File: src/rtl/arb_pkg.sv
// Shared types and helpers for the 4-way round-robin arbiter.
// Provides the FSM state type and the rotating-priority select function.
package arb_pkg;

   localparam int unsigned N_REQ = 4;
   localparam int unsigned IDX_W = 2;

   typedef enum logic {
      ST_IDLE  = 1'b0,
      ST_GRANT = 1'b1
   } state_e;

   // First requester found scanning last_idx+1 .. last_idx+4 (mod 4); last_idx itself is scanned last.
   function automatic logic [IDX_W-1:0] next_idx(input logic [N_REQ-1:0] req,
                                                 input logic [IDX_W-1:0] last_idx);
      logic [IDX_W-1:0] cand;
      logic [IDX_W-1:0] sel;
      logic             found;
      sel   = last_idx;
      found = 1'b0;
      for (int unsigned k = 1; k <= N_REQ; k++) begin
         cand = last_idx + IDX_W'(k);
         if (!found && req[cand]) begin
            sel   = cand;
            found = 1'b1;
         end
      end
      return sel;
   endfunction

endpackage

File: src/rtl/dec2to4_en.sv
// 2-to-4 one-hot decoder with enable; output is all-zero when disabled.
module dec2to4_en
   import arb_pkg::*;
(
   input  logic [IDX_W-1:0] idx,
   input  logic             en,
   output logic [N_REQ-1:0] y
);

   always_comb begin
      y = '0;
      if (en) y[idx] = 1'b1;
   end

endmodule

File: src/rtl/rr_arb4_ctrl.sv
// Round-robin arbiter for 4 requesters with bounded hold time and registered grant.
// Optional macro ARB_LOCK_EN adds a lock input that suppresses expiry preemption.
module rr_arb4_ctrl
   import arb_pkg::*;
#(
   parameter int unsigned MAX_HOLD = 8,
   parameter int unsigned CNT_W    = 8
) (
   input  logic             clk,
   input  logic             rst_n,
   input  logic             en,
   input  logic [N_REQ-1:0] req,
`ifdef ARB_LOCK_EN
   input  logic             lock,
`endif
   output logic [N_REQ-1:0] gnt,
   output logic [IDX_W-1:0] gnt_idx,
   output logic             gnt_valid
);

   localparam logic [CNT_W-1:0] HOLD_LAST = CNT_W'(MAX_HOLD - 1);

   state_e           state_q, state_d;
   logic [IDX_W-1:0] idx_q, idx_d;
   logic [IDX_W-1:0] last_q, last_d;
   logic [CNT_W-1:0] hold_q, hold_d;
   logic             valid_q, valid_d;

   logic             lock_act;
   logic             others;
   logic [IDX_W-1:0] sel;

`ifdef ARB_LOCK_EN
   assign lock_act = lock;
`else
   assign lock_act = 1'b0;
`endif

   // In GRANT last_q equals the owner, so one scan serves both first grant and rotation.
   assign sel    = next_idx(req, last_q);
   assign others = |(req & ~(N_REQ'(1) << idx_q));

   always_comb begin
      state_d = state_q;
      idx_d   = idx_q;
      last_d  = last_q;
      hold_d  = hold_q;
      valid_d = valid_q;
      if (!en) begin
         state_d = ST_IDLE;
         valid_d = 1'b0;
         hold_d  = '0;
      end else begin
         case (state_q)
            ST_IDLE: begin
               if (|req) begin
                  state_d = ST_GRANT;
                  idx_d   = sel;
                  last_d  = sel;
                  hold_d  = '0;
                  valid_d = 1'b1;
               end
            end
            ST_GRANT: begin
               // Release and expiry share the hand-off path; a locked owner never expires.
               if (!req[idx_q] || (hold_q >= HOLD_LAST && !lock_act)) begin
                  if (others) begin
                     idx_d   = sel;
                     last_d  = sel;
                     hold_d  = '0;
                  end else if (!req[idx_q]) begin
                     state_d = ST_IDLE;
                     valid_d = 1'b0;
                     hold_d  = '0;
                  end else begin
                     hold_d  = '0;
                  end
               end else if (hold_q < HOLD_LAST) begin
                  hold_d = hold_q + 1'b1;
               end
            end
            default: begin
               state_d = ST_IDLE;
               valid_d = 1'b0;
               hold_d  = '0;
            end
         endcase
      end
   end

   always_ff @(posedge clk or negedge rst_n) begin
      if (!rst_n) begin
         state_q <= ST_IDLE;
         idx_q   <= '0;
         last_q  <= IDX_W'(N_REQ - 1);
         hold_q  <= '0;
         valid_q <= 1'b0;
      end else begin
         state_q <= state_d;
         idx_q   <= idx_d;
         last_q  <= last_d;
         hold_q  <= hold_d;
         valid_q <= valid_d;
      end
   end

   assign gnt_idx   = idx_q;
   assign gnt_valid = valid_q;

   dec2to4_en u_dec (
      .idx (idx_q),
      .en  (valid_q),
      .y   (gnt)
   );

endmodule

File: config.mk
export PLATFORM = sky130hd
export DESIGN_NAME = rr_arb4_ctrl
export DESIGN_NICKNAME = d
export VERILOG_FILES = /design/src/rtl/arb_pkg.sv /design/src/rtl/dec2to4_en.sv /design/src/rtl/rr_arb4_ctrl.sv
export SDC_FILE = /design/constraint.sdc
export NUM_CORES = 1
export LEC_CHECK = 0
export BUFFER_PORTS_ARGS = -buffer_cell sky130_fd_sc_hd__buf_2
export CAP_MARGIN = 20
export CELL_PAD_IN_SITES_DETAIL_PLACEMENT = 0
export CELL_PAD_IN_SITES_GLOBAL_PLACEMENT = 2
export CORE_UTILIZATION = 37
export DETAILED_ROUTE_END_ITERATION = 6
export PLACE_DENSITY_LB_ADDON = 0.08
export SLEW_MARGIN = 15
export SYNTH_ARGS = -nofsm -noshare
export SYNTH_HDL_FRONTEND = slang
export SYNTH_SLANG_ARGS = --single-unit
File: constraint.sdc
create_clock -name clk -period 3.8 [get_ports clk]
set_input_delay 0.76 -clock clk [delete_from_list [all_inputs] [get_ports clk]]
set_output_delay 0.76 -clock clk [all_outputs]
set_load 0.05 [all_outputs]
# [Word level (Yosys, flattened, before mapping)]
# Cells that the tools add are included.
[word_totals] reg_bits=14 inputBits=7 out_inout_bits=7 wordCells=84
[classes] n_addsub=4 n_lt_le_gt_ge=8 n_eq_ne=8 shift=1 muxes=41 bitwise=3 n_reduce_logical=14
[ops] op="$mux 8" count=4
[ops] op="$mux 1" count=19
[ops] op="$pmux 8 s2" count=1
[ops] op="$lt 2x3->1 const B" count=5
[ops] op="$mux 2" count=7
[ops] op="$bmux 1 s2" count=5
[ops] op="$ne 3x3->1 const B" count=3
[ops] op="$add 8x1->8 const B" count=1
[ops] op="$ge 8x3->1 const B" count=1
[ops] op="$lt 8x3->1 const B" count=1
[ops] op="$reduce_and 4->1" count=2
[ops] op="$reduce_or 4->1" count=2
[ops] op="$add 2x2->2 const B" count=2
[ops] op="$and 4x4->4" count=1
[ops] op="$logic_and 1x1->1" count=4
[ops] op="$logic_not 1->1" count=4
[ops] op="$mux 4" count=1
[ops] op="$ne 2x1->1 const B" count=2
[ops] op="$ne 4x2->1 const B" count=1
[ops] op="$not 4->4" count=1
[ops] op="$pmux 1 s2" count=2
[ops] op="$pmux 2 s2" count=1
[ops] op="$shl 1x2->4 const A" count=1
[ops] op="$ne 3x2->1 const B" count=1
[ops] op="7 further kinds" count=7

# [Depth between registers and ports, before layout]
[logic_depth] depth_word=16 depth_mapped=6 ltp_nobuf=6

# [By module]
# From an unflattened synthesis, not the netlist that was laid out.
[unflattened] cells_unflattened=96 area_unflattened_um2=890.9
[by_module_without_submodules] module="rr_arb4_ctrl" instances=1 cells_per_inst=92 area_each_um2=853.3 seq_area_each_um2=352.8
[by_module_without_submodules] module="dec2to4_en" instances=1 cells_per_inst=4 area_each_um2=37.5 seq_area_each_um2=0.0

# [Worst setup path before layout]
# OpenSTA, ideal clock, no wires.
[synth_timing] path_type="register to output" from="reg idx_q[1] (netlist: gnt_idx[1])" to="out gnt[0]" t_arrival_ns=1.960 required_time_ns=3.040 setup_slack_ns=1.080 path_stages_with_launch=3 path_buffers=1 path_cell_list="dfrtp_1 -> clkbuf_1 -> nor3b_1"
[synth_via] elab_chain_len=5 elab_cells_between_ends=6 classes_between="order compare: 2; mux: 3; reduce/logical: 1"
[synth_lines] item="start: declaration" line_no="rr_arb4_ctrl.sv:24" rtl="logic [IDX_W-1:0] idx_q, idx_d;"
[synth_lines] item="start signal: assignment" line_no="rr_arb4_ctrl.sv:100" rtl="idx_q <= idx_d;"
[synth_lines] item="$lt 2x3->1 (not written as such) / $ge 2x1->1 (equally long branches)" line_no="dec2to4_en.sv:12" rtl="if (en) y[idx] = 1'b1;"
[synth_lines] item="$logic_and 1x1->1 (not written as such)" line_no="dec2to4_en.sv:12"
[synth_lines] item="$mux 1 (not written as such)" line_no="dec2to4_en.sv:12"
[synth_lines] item="$demux 1 s2 *"
[synth_lines] item="$mux 4 *" line_no="dec2to4_en.sv:12"
[synth_lines] item="end: declaration" line_no="rr_arb4_ctrl.sv:16" rtl="output logic [N_REQ-1:0] gnt,"
# Every way passes the cells marked *; elsewhere a longest branch is shown, timed or not.

# [Worst setup path after layout]
[layout_timing] from="reg idx_q[0] (netlist: gnt_idx[0])" to="out gnt[2]"
# The elaborated chain is that of the path after synthesis.

==> qor.txt <==
Worst Setup Path Type - reg -> out
Detailed Place HPWL - 1490 µm
Clock network latency to the later pin of the worst-skew pair - 280 ps
Sink count of the clock tree - 14
Net count after synthesis - 108
Critical-path cell list - and3b_2 -> buf_2
Core outline area - 0.00245 mm²
WL final - 1910 µm
Fraction of post-synthesis cell area in the top cell type by area - 31.5%
Slew at the pin closest to its max-slew limit - 515 ps
Primary flip-flop cell chosen by synthesis mapping - sky130_fd_sc_hd__dfrtp_1
Starting density of the core - 38.8%
Share of post-route cells with drive strength above 1 - 25.0%
Antenna cell count - 0
Number of rows created at floorplan - 18
Violations in the final reports - DRC
Setup repair after global routing missed its margin - no
Worst supply voltage drop on vdd - 0.261 mV
Kind of end point of the critical path - output pin
Warnings, synthesis - 0
Number of synthesized register bits - 14
Largest buffer count on any clock path - 2
Proportion of synthesized chip area in sequential cells - 37.0%
Final Hold Vio Count - 0
Die Footprint - 0.00278 mm²
Count of unique library cells instantiated by Yosys - 42
Cell accounting for the most synthesized area - sky130_fd_sc_hd__dfrtp_1
Tightest slew margin relative to the limit - 65.2%
Crit path max-delay cell type - sky130_fd_sc_hd__dfrtp_1
Crit path setup slack, layout - 1750 ps
Post-route ant nets - 0
Setup Viol. Count Final - 0
DRC - 2
Largest net degree at the start of global routing - 15
Most Crowded Layer GR - met2
H-Tree Level Count - 1
Achievable Freq - 0.487 GHz
Number of gates resized after CTS - 0
Maximum fanout along the worst path - 11
Synth area leaders - sky130_fd_sc_hd__dfrtp_1, sky130_fd_sc_hd__dfstp_2, sky130_fd_sc_hd__nand2_1, sky130_fd_sc_hd__nor2_1, sky130_fd_sc_hd__a21oi_1
Synth top cells by count - sky130_fd_sc_hd__nand2_1, sky130_fd_sc_hd__dfrtp_1, sky130_fd_sc_hd__nor2_1, sky130_fd_sc_hd__a21oi_1, sky130_fd_sc_hd__o21ai_0
Count of pins over their slew limit - 0
Crit path arrival time - 1290 ps
IO Pins - 14
Required time at the worst-slack endpoint - 3040 ps
Setup bufs post-CTS - 0
Startpoint kind of the worst setup timing path - flop
Time the worst path needs with I/O delays and setup - 2050 ps
Drt initial violations - 13
Max-capacitance violation count - 0
Via count - 789
Count leader, synth - sky130_fd_sc_hd__nand2_1
Static leakage power - 0.459 nW
Global-route wire length before repair - 3510 µm
Avg Inst Size Synth - 9.53 µm²
Final estimated routing congestion in global placement - 0.716
Run status - finished, violations left
Global routing met2 resource utilization - 28.7%
Delay contributed by the slowest stage of the critical path - 510 ps
Hold-fix buffers at CTS - 0
Die width - 52.8 µm
Total chip power - 0.598 mW
Power density cells - 568 mW/mm²
Worst setup skew after layout - 12.2 ps
All-Layer GR Usage - 17.1%
Initial antenna violation count - 0
Root buffer cell - sky130_fd_sc_hd__clkbuf_4
Class of the most critical hold timing path - in -> async
Total Neg Setup Slack - 0 ps
Number of nets in the layout - 121
Height of the die - 52.8 µm
TritonRoute pass-1 iters - 6
CTS tree - built
Period Utilization, post-route - 54.1%
Pre-CTS setup slack - 1490 ps
Share of synthesized flip-flops with an asynchronous set or reset - 100%
Number of synthesized flops with an enable pin - 0
Post-synthesis to final-layout area growth - 10.5%
Inserted Clock Buffers - 3
Wire per inst - 13.5 µm
DR vias/cell - 5.56
Met3 demand-to-capacity share in global routing - 1.74%
Netlist Area Pre-Place - 953 µm²
Clk slew on worst S/H paths - 90 ps
GRT met1 Usage - 22.2%
Remaining global-route overflow - 0
Via count of the first global-routing pass - 755
Synthesized instance count - 100
Port Buf Inserts - 13
-- per-layer routing --
metal / part of all wire, % / vias to the layer above / wire (µm)
li1: - / 390 / -
met1: 47 / 391 / 900
met2: 52 / 8 / 990
met3: 1.1 / 0 / 21
met4: 0 / 0 / 0
met5: 0 / - / 0
-- worst max-delay path, delay by kind of cell, from the launching register on --
family	cells	cell delay, ps
simple gates	1	270
buf+inv	1	250
flops	1	510
-- final timing paths --
check	startpoint	to	slack [ps]	cells past startpoint
min in group clk	hold_q[7]	hold_q[7]	510	1
worst max-delay path	gnt_idx[0]	gnt[2]	1750	2
worst min register to register	hold_q[7]	hold_q[7]	510	1
max in group asynchronous	rst_n	last_q[1]	3140	1
worst min-delay path	rst_n	hold_q[2]	360	1
worst max register to register	gnt_idx[0]	gnt_idx[1]	1830	5
-- through the flow --
| stage | instance area (µm²) | cells | hold WS (ps) | util (%) |
|---|---|---|---|---|
| 3_5_place_dp | 1030 | 138 | 503 | 41.8 |
| 5_1_grt | 1050 | 142 | 365 | 42.9 |
| 6_report | 1050 | 142 | 359 | 42.9 |
| 3_3_place_gp | 1030 | 138 | 497 | 41.8 |
| 4_1_cts | 1050 | 142 | 365 | 42.9 |
| 2_1_floorplan | 953 | 100 | 464 | - |
-- cell families after synthesis --
kind of cell / count (synthesis) / synth area share (%)
muxes: 3 / 4.72
adders and majority gates: 1 / 1.31
DFF: 14 / 37.0
xor gates and xnor gates: 3 / 2.76
buffers and inverters: 8 / 4.20
and+or+nand+nor: 46 / 29.7
AOI/OAI and AO/OA: 25 / 20.3
-- cell usage in the layout (no fill, tap or decap), types with 3 or more instances in the layout --
cell                       synthesis  layout
sky130_fd_sc_hd__nand2_1          13      13
sky130_fd_sc_hd__a21oi_1           6       6
sky130_fd_sc_hd__o21a_1            3       3
sky130_fd_sc_hd__nand4_1           3       3
sky130_fd_sc_hd__clkbuf_4          0       3
sky130_fd_sc_hd__dfrtp_1          12      12
sky130_fd_sc_hd__o21ai_0           4       4
sky130_fd_sc_hd__buf_2             2      13
sky130_fd_sc_hd__nor2_1           11      11
sky130_fd_sc_hd__inv_1             3       3
-- where the power goes --
group	internal, mW	switching, mW
sequential	0.184	0.0620
clock	0.0406	0.0455
combinational	0.104	0.162
total	0.329	0.269
-- flip-flops by register name, summed over array words and instances (netlist names) --
signal / flops
hold_q: 8
gnt_idx: 2
last_q: 2
gnt_valid: 1
state_q: 1
-- area by class of cell --
type                    count  area (µm²)
flip-flops and latches     14         353
inverters                   3        11.3
repair buffers             13        65.1
fillers                   250        1400
multi-input cells          78         561
clock buffers               4        26.3
well taps                  30        37.5
Power figures use the tool's default switching activity.
